## src/rtl/lc3_mem_arb.sv

```systemverilog
// Round-robin arbiter between the CPU and a DMA master for the single LC-3 memory port.
// Each grant runs WAIT_CYC access cycles, then a one-cycle ready pulse; requests are sampled only in IDLE.
module lc3_mem_arb #(
  parameter int unsigned WAIT_CYC = 2
) (
  input  logic        clk,
  input  logic        rst_n,
  input  logic        cpu_req,
  input  logic        cpu_we,
  input  logic [15:0] cpu_addr,
  input  logic [15:0] cpu_wdata,
  output logic [15:0] cpu_rdata,
  output logic        cpu_ready,
  input  logic        dma_req,
  input  logic        dma_we,
  input  logic [15:0] dma_addr,
  input  logic [15:0] dma_wdata,
  output logic [15:0] dma_rdata,
  output logic        dma_ready,
  output logic        mem_cs,
  output logic        mem_we,
  output logic [15:0] mem_addr,
  output logic [15:0] mem_wdata,
  input  logic [15:0] mem_rdata,
  output logic        cpu_gnt,
  output logic        dma_gnt
);

  typedef enum logic [1:0] {IDLE, ACCESS, DONE} state_t;

  localparam logic       OWN_CPU  = 1'b0;
  localparam logic       OWN_DMA  = 1'b1;
  localparam logic [3:0] CNT_LOAD = 4'(WAIT_CYC - 1);

  state_t      state_q, state_d;
  logic        owner_q, owner_d;
  logic        last_q, last_d;
  logic [3:0]  cnt_q, cnt_d;
  logic        we_q, we_d;
  logic [15:0] addr_q, addr_d;
  logic [15:0] wdata_q, wdata_d;
  logic [15:0] crd_q, crd_d;
  logic [15:0] drd_q, drd_d;
  logic        pick_dma;

  always_ff @(posedge clk or negedge rst_n) begin
    if (!rst_n) begin
      state_q <= IDLE;
      owner_q <= OWN_CPU;
      last_q  <= OWN_DMA;
      cnt_q   <= 4'd0;
      we_q    <= 1'b0;
      addr_q  <= 16'h0000;
      wdata_q <= 16'h0000;
      crd_q   <= 16'h0000;
      drd_q   <= 16'h0000;
    end else begin
      state_q <= state_d;
      owner_q <= owner_d;
      last_q  <= last_d;
      cnt_q   <= cnt_d;
      we_q    <= we_d;
      addr_q  <= addr_d;
      wdata_q <= wdata_d;
      crd_q   <= crd_d;
      drd_q   <= drd_d;
    end
  end

  // On a tie the requester that did not own the previous access wins.
  assign pick_dma = dma_req && (!cpu_req || (last_q == OWN_CPU));

  always_comb begin
    state_d = state_q;
    owner_d = owner_q;
    last_d  = last_q;
    cnt_d   = cnt_q;
    we_d    = we_q;
    addr_d  = addr_q;
    wdata_d = wdata_q;
    crd_d   = crd_q;
    drd_d   = drd_q;
    case (state_q)
      IDLE: begin
        if (cpu_req || dma_req) begin
          owner_d = pick_dma;
          we_d    = pick_dma ? dma_we    : cpu_we;
          addr_d  = pick_dma ? dma_addr  : cpu_addr;
          wdata_d = pick_dma ? dma_wdata : cpu_wdata;
          cnt_d   = CNT_LOAD;
          state_d = ACCESS;
        end
      end
      ACCESS: begin
        if (cnt_q == 4'd0) begin
          if (!we_q) begin
            if (owner_q == OWN_DMA) drd_d = mem_rdata;
            else                    crd_d = mem_rdata;
          end
          last_d  = owner_q;
          state_d = DONE;
        end else begin
          cnt_d = cnt_q - 4'd1;
        end
      end
      DONE:    state_d = IDLE;
      default: state_d = IDLE;
    endcase
  end

  assign mem_cs    = (state_q == ACCESS);
  assign mem_we    = mem_cs && we_q;
  assign mem_addr  = mem_cs ? addr_q  : 16'h0000;
  assign mem_wdata = mem_cs ? wdata_q : 16'h0000;
  assign cpu_gnt   = (state_q != IDLE) && (owner_q == OWN_CPU);
  assign dma_gnt   = (state_q != IDLE) && (owner_q == OWN_DMA);
  assign cpu_ready = (state_q == DONE) && (owner_q == OWN_CPU);
  assign dma_ready = (state_q == DONE) && (owner_q == OWN_DMA);
  assign cpu_rdata = crd_q;
  assign dma_rdata = drd_q;

endmodule

```

## config.mk

```make
export PLATFORM = sky130hd
export DESIGN_NAME = lc3_mem_arb
export DESIGN_NICKNAME = d
export VERILOG_FILES = /design/src/rtl/lc3_mem_arb.sv
export SDC_FILE = /design/constraint.sdc
export NUM_CORES = 1
export LEC_CHECK = 0
export ABC_AREA = 0
export BUFFER_PORTS_ARGS = -buffer_cell sky130_fd_sc_hd__buf_2
export CAP_MARGIN = 20
export CORE_MARGIN = 2
export CORE_UTILIZATION = 48
export DETAILED_ROUTE_END_ITERATION = 10
export GPL_TIMING_DRIVEN = 0
export PLACE_DENSITY = 0.81
export SYNTH_ARGS = -nofsm -noshare
export SYNTH_HDL_FRONTEND = slang
export SYNTH_SLANG_ARGS = --single-unit
```

## constraint.sdc

```tcl
create_clock -name clk -period 2.5 [get_ports clk]
set_input_delay 0.125 -clock clk [delete_from_list [all_inputs] [get_ports clk]]
set_output_delay 0.125 -clock clk [all_outputs]
set_load 0.1 [all_outputs]
```

==> impl_metrics.ini, run 1 <==
[outcome]
outcome = finished clean

[die]
core_area_sq_mm = 0.00721
io_pins = 156
row_count = 31
dieArea_sq_mm = 0.00812
die_w_microns = 90.1
die_h_microns = 90.1
initial_core_util = 0.493

[logic_synthesis]
synth.most_common_cell = mux2_2
synth_top_cells_by_count = mux2_2 (91), dfrtp_1 (72), and2_1 (35)
async_reset_ff_frac = 1.00
synthTopCellsByArea = dfrtp_1 (51%), mux2_2 (29%), and2_1 (6.2%), mux2_4 (4.2%), dfstp_2 (0.74%)
synth_edf_count = 0
syn_nets = 342
ys.flop_type = dfrtp_1
synth_top_area_frac = 0.506
synth_seq_cells = 73
synthCells = 254
yosysTopAreaCell = dfrtp_1
synth.avg_cell_area_sq_um = 14.0
yosysSeqAreaShare = 0.514
synth_area_sq_mm = 0.00356
yosys_warnings = 0
ys_types = 32

[grt]
grt_usage = 0.206
grt-ovfl-total = 0
grt_max_degree = 74
antenna_found_initial = 0
grt_pass1_wl_microns = 13200
grt_pass1_vias = 2711

[sta]
fin_crit_sh = 0.940
fin_worst_skew_ns = 0.00966
worst_pin_slew_ns = 0.914
slew-limit-headroom = 0.391
hold_viol_final = 0
drv_slew = 0
rsz0062_at_grt = no
layout_min_cycle_time_ns = 2.35
setup_violations = 0
fmax_mhz = 425
setup_tns_ns = 0

[detailed_routing]
via_count = 2564
highest_layer = met4
drc = 0
ant_nets = 0
wire_per_inst_microns = 15.0
drt_iter0_drc = 66
wl_met3_microns = 364
first_pass_iters = 4
wirelength_microns = 7860
wl_met1_microns = 3150
wl_met2_microns = 4150
viasPerCell = 4.88

[critical_path]
worstSetupPathType = reg -> out
cpLargestDelayFamily = buffers and inverters
cp_max_fo = 10
start_kind = flip-flop
path_common_cell = clkbuf_2
cpMaxStageDelayCell = buf_2
worst-path-buf-inv = 4
cp.arrival_ns = 2.23
slowest_delay_ns = 0.42
cp_cell_sequence = nand2b_1 > inv_1 > clkbuf_2 > clkbuf_2 > and2_1 > buf_2
crit_required_ns = 2.38
worstSetupEndpointType = primary output

[placement]
routabilityCongestion = 0.799
portBuffers = 155
place.detailed.hpwl_microns = 6000

[worst_hold_path]
hp-class = in -> reg

[clock_network]
h-tree-depth = 3
clk_pin_slew_ns = 0.07
clk-insertion-delay-late_ns = 0.35
root_buffer = clkbuf_8
clockBufferDepth = 2
cts.sinks = 73
postCtsSetupBuffers = 0
cts_tree = done
cts_inserted_buffers = 9

[finish]
antenna_cells = 0
finalNetCount = 509
drive_gt1_frac = 0.690
synthToLayoutAreaGrowth_pct = 34.2

[flow_run]
cap_violations = 0
metrics by stage:
stage               instances  setup slack (ns)   util  cell area, sq um  hold slack [ns]
floorplan                 254            0.0892      -              3560           -0.171
global placement          508             0.360  0.619              4460            0.369
detailed placement        508             0.371  0.619              4470            0.314
CTS                       525           0.00136  0.658              4750          0.00815
global route              525           0.00212  0.662              4780          0.00878
finish                    525             0.149  0.662              4780           0.0186
registers in the layout (all words and copies together), names as in the netlist, 2 cells and up:
signal / flops
cpu_rdata: 16
cnt_q: 4
state_q: 2
wdata_q: 16
addr_q: 16
dma_rdata: 16
what timing repair did:
item / CTS / global route
setup endpoints to repair: 10 / 21
endpoints found under the hold margin: 72 / 0
resized for setup: 10 / 15
hold buffers: 1 / 0
pin swaps: 0 / 0
cloned: 0 / 0
path summary, 6_finish.rpt:
check,cells after the start,slack (ns),end,startpoint
setup / recovery,6,0.15,mem_wdata[4],state_q[1]$_DFFE_PN0P_
hold / removal,2,0.02,cpu_rdata[0]$_DFFE_PN0P_,mem_rdata[0]
setup reg to reg,6,0.54,dma_rdata[14]$_DFFE_PN0P_,cnt_q[0]$_DFFE_PN0P_
hold reg to reg,1,0.50,addr_q[11]$_DFFE_PN0P_,addr_q[11]$_DFFE_PN0P_
max in group asynchronous,2,1.44,cnt_q[2]$_DFFE_PN0P_,rst_n
min in group asynchronous,2,0.47,addr_q[0]$_DFFE_PN0P_,rst_n
final cells by class:
type	count	area [sq um]
fillers	574	2440
flip-flops and latches	73	1830
multi-input cells	165	1640
repair buffers	156	841
clock buffers	11	141
well taps	99	124
clock inverters	5	103
plain buffers	13	85.1
inverters	3	11.3
placed cells by master (no fill, tap or decap), types with 3 or more instances in the layout:
cell type / count
nor2_1: 4
and2_1: 35
inv_1: 3
clkbuf_2: 5
clkbuf_8: 10
clkbuf_4: 11
mux2_2: 91
bufinv_16: 3
mux2_4: 10
dfrtp_1: 72
buf_4: 14
buf_2: 136
cells by family after synthesis:
kind of cell    after synthesis  share of synthesized area
buf+inv                      16                     0.0260
fa+ha+maj                     2                    0.00703
compound gates                7                     0.0151
flops                        73                      0.514
mux                         101                      0.330
simple gates                 55                      0.108
layer usage:
metal,vias up,global-route usage
met5,-,0
met4,0,0.0859
met3,16,0.0469
met2,68,0.360
met1,1252,0.244
li1,1228,-
Power of run 1 is not shown: default switching activity piles up to over one toggle a cycle in this logic, so the estimate is an artifact.
==> run 2, diff against run 1 <==
Settings changed: ABC_AREA 0 to 1, MAX_ROUTING_LAYER set to met4, PLACE_DENSITY 0.81 to 0.87.
==> run 2 against run 1 <==
Clock skew is 0.0039 ns lower; sequential share of layout area is 0.12 points lower; die area is 1.8% higher; register-to-register slack better by 0.29 ns; first-iteration DRC count is 110% higher; wire length is 21% higher; critical path type unchanged; largest cell class unchanged.
==> impl_metrics.ini, run 2 <==
[outcome]
outcome = finished clean

[sta]
setup_ws_ns = 0.418
fin_worst_skew_ns = 0.00576
drv_slew = 0
rsz0062_at_grt = no
setup_violations = 0
worst_pin_slew_ns = 0.904
fin_crit_sh = 0.833
hold_viol_final = 0
slew-limit-headroom = 0.398
fmax_mhz = 480
layout_min_cycle_time_ns = 2.08

[worst_hold_path]
holdPathStages = 3
hp-class = in -> reg

[placement]
place_ws_ns = 0.781
portBuffers = 155
place.detailed.hpwl_microns = 7280
dp_cells = 746
routabilityCongestion = 0.821

[logic_synthesis]
synthCells = 492
ys.flop_type = dfrtp_1
synth.avg_cell_area_sq_um = 7.37
synthTopCellsByArea = dfrtp_1 (50%), nand2_1 (19%), inv_1 (7.5%), nor2_1 (6.3%), nand3_1 (2.8%)
synth_seq_cells = 73
syn_nets = 580
synth_top_area_frac = 0.497
yosysTopAreaCell = dfrtp_1
synth_top_cells_by_count = nand2_1 (188), dfrtp_1 (72), inv_1 (72)
ys_types = 25
synth_area_sq_mm = 0.00363
synth.most_common_cell = nand2_1
async_reset_ff_frac = 1.00
yosysSeqAreaShare = 0.504
synth_edf_count = 0
yosys_warnings = 0

[finish]
multi_input_area_sq_mm = 0.00139
final_cells = 765
synthToLayoutAreaGrowth_pct = 32.1
register_area_sq_mm = 0.00183
drive_gt1_frac = 0.302
finalNetCount = 749
layout_common_cells = nand2_1 (188), buf_2 (167), inv_1 (72), dfrtp_1 (72), nor2_1 (61)
n_fill_cell = 640
antenna_cells = 0
mostFrequentLayoutCell = nand2_1

[die]
initial_core_util = 0.497
die_w_microns = 90.9
io_pins = 156
core_area_sq_mm = 0.00729
row_count = 31
dieArea_sq_mm = 0.00827
die_h_microns = 90.9

[grt]
grt_max_degree = 74
grt_pass1_vias = 3552
grt-ovfl-total = 0
grt_usage = 0.241
antenna_found_initial = 0
grt_pass1_wl_microns = 15600

[critical_path]
cpMaxStageDelayCell = buf_2
worstSetupPathDepth = 5
worst-path-buf-inv = 3
cp_cell_sequence = inv_1 > nand2_2 > clkbuf_1 > nor2_1 > buf_2
cpLargestDelayFamily = buffers and inverters
worstSetupEndpointType = primary output
crit_required_ns = 2.38
slowest_delay_ns = 0.45
cp_max_fo = 10
cp.arrival_ns = 1.96
start_kind = flip-flop
reg2regPathDepth = 8
worstSetupPathType = reg -> out

[detailed_routing]
wire_per_inst_microns = 12.4
wirelength_microns = 9490
via_count = 3653
drt_iter0_drc = 136
viasPerCell = 4.78
ant_nets = 0
drc = 0
first_pass_iters = 5

[clock_network]
cts_resized = 0
clk_pin_slew_ns = 0.08
cts_tree = done
cts_inserted_buffers = 9
root_buffer = clkbuf_8
clockBufferDepth = 2
cts.sinks = 73
clk-insertion-delay-late_ns = 0.34
h-tree-depth = 3

[flow_run]
cap_violations = 0
==> run 2: final timing paths <==
path	from	to	slack, ns
max	state_q[1]$_DFFE_PN0P_	mem_addr[8]	0.42
min	mem_rdata[10]	dma_rdata[10]$_DFFE_PN0P_	0.02
max reg2reg	cnt_q[0]$_DFFE_PN0P_	dma_rdata[5]$_DFFE_PN0P_	0.83
min reg2reg	dma_rdata[10]$_DFFE_PN0P_	dma_rdata[10]$_DFFE_PN0P_	0.47
max in group asynchronous	rst_n	wdata_q[5]$_DFFE_PN0P_	1.46
min in group asynchronous	rst_n	dma_rdata[6]$_DFFE_PN0P_	0.45
==> run 2: cells by family after synthesis <==
family          after synthesis  synth area share
xor+xnor                      1           0.00242
flops                        73             0.504
simple gates                279             0.308
fa+ha+maj                     2           0.00690
buf+inv                      98             0.114
compound gates               39            0.0638
==> run 2: cell type report <==
| type | count | share of cell area |
|---|---|---|
| buffer | 24 | 0.0285 |
| sequential | 73 | 0.382 |
| tap | 99 | 0.0259 |
| timing repair buffer | 158 | 0.169 |
| clock buffer | 10 | 0.0287 |
| inverter | 74 | 0.0580 |
| multi-input combinational | 321 | 0.290 |
| clock inverter | 6 | 0.0188 |
==> run 2: metrics by stage <==
| step | utilization | instance area [sq um] | hold slack [ns] | TNS, ns |
|---|---|---|---|---|
| floorplan | - | 3630 | -0.171 | -0.205 |
| global placement | 0.621 | 4530 | 0.346 | 0 |
| detailed placement | 0.622 | 4530 | 0.314 | 0 |
| CTS | 0.657 | 4790 | 0.00279 | 0 |
| global route | 0.657 | 4790 | 0.0133 | 0 |
| finish | 0.657 | 4790 | 0.0195 | 0 |
==> run 2: routing by layer <==
layer | part of all wire | track usage | vias to the layer above
met1 | 0.44 | 0.292 | 1652
met3 | 0.070 | 0.0409 | 14
met2 | 0.47 | 0.400 | 174
met5 | 0 | - | -
li1 | - | - | 1813
met4 | 0.015 | 0.104 | 0
==> run 2: worst register-to-register path: cells and delay by family, from the launching register on <==
| kind | cells | cell delay (ns) |
|---|---|---|
| flip-flops | 1 | 0.38 |
| buffers and inverters | 2 | 0.38 |
| adder cells (fa/ha/maj) | 1 | 0.19 |
| AND/OR/NAND/NOR | 5 | 0.61 |
==> run 2: what timing repair did <==
| item | 4_1_cts | 5_1_grt |
|---|---|---|
| setup buffers | 0 | 0 |
| endpoints found under the hold margin | 74 | 0 |
| hold buffers | 3 | 0 |
Power of run 2 is left out for the same reason.
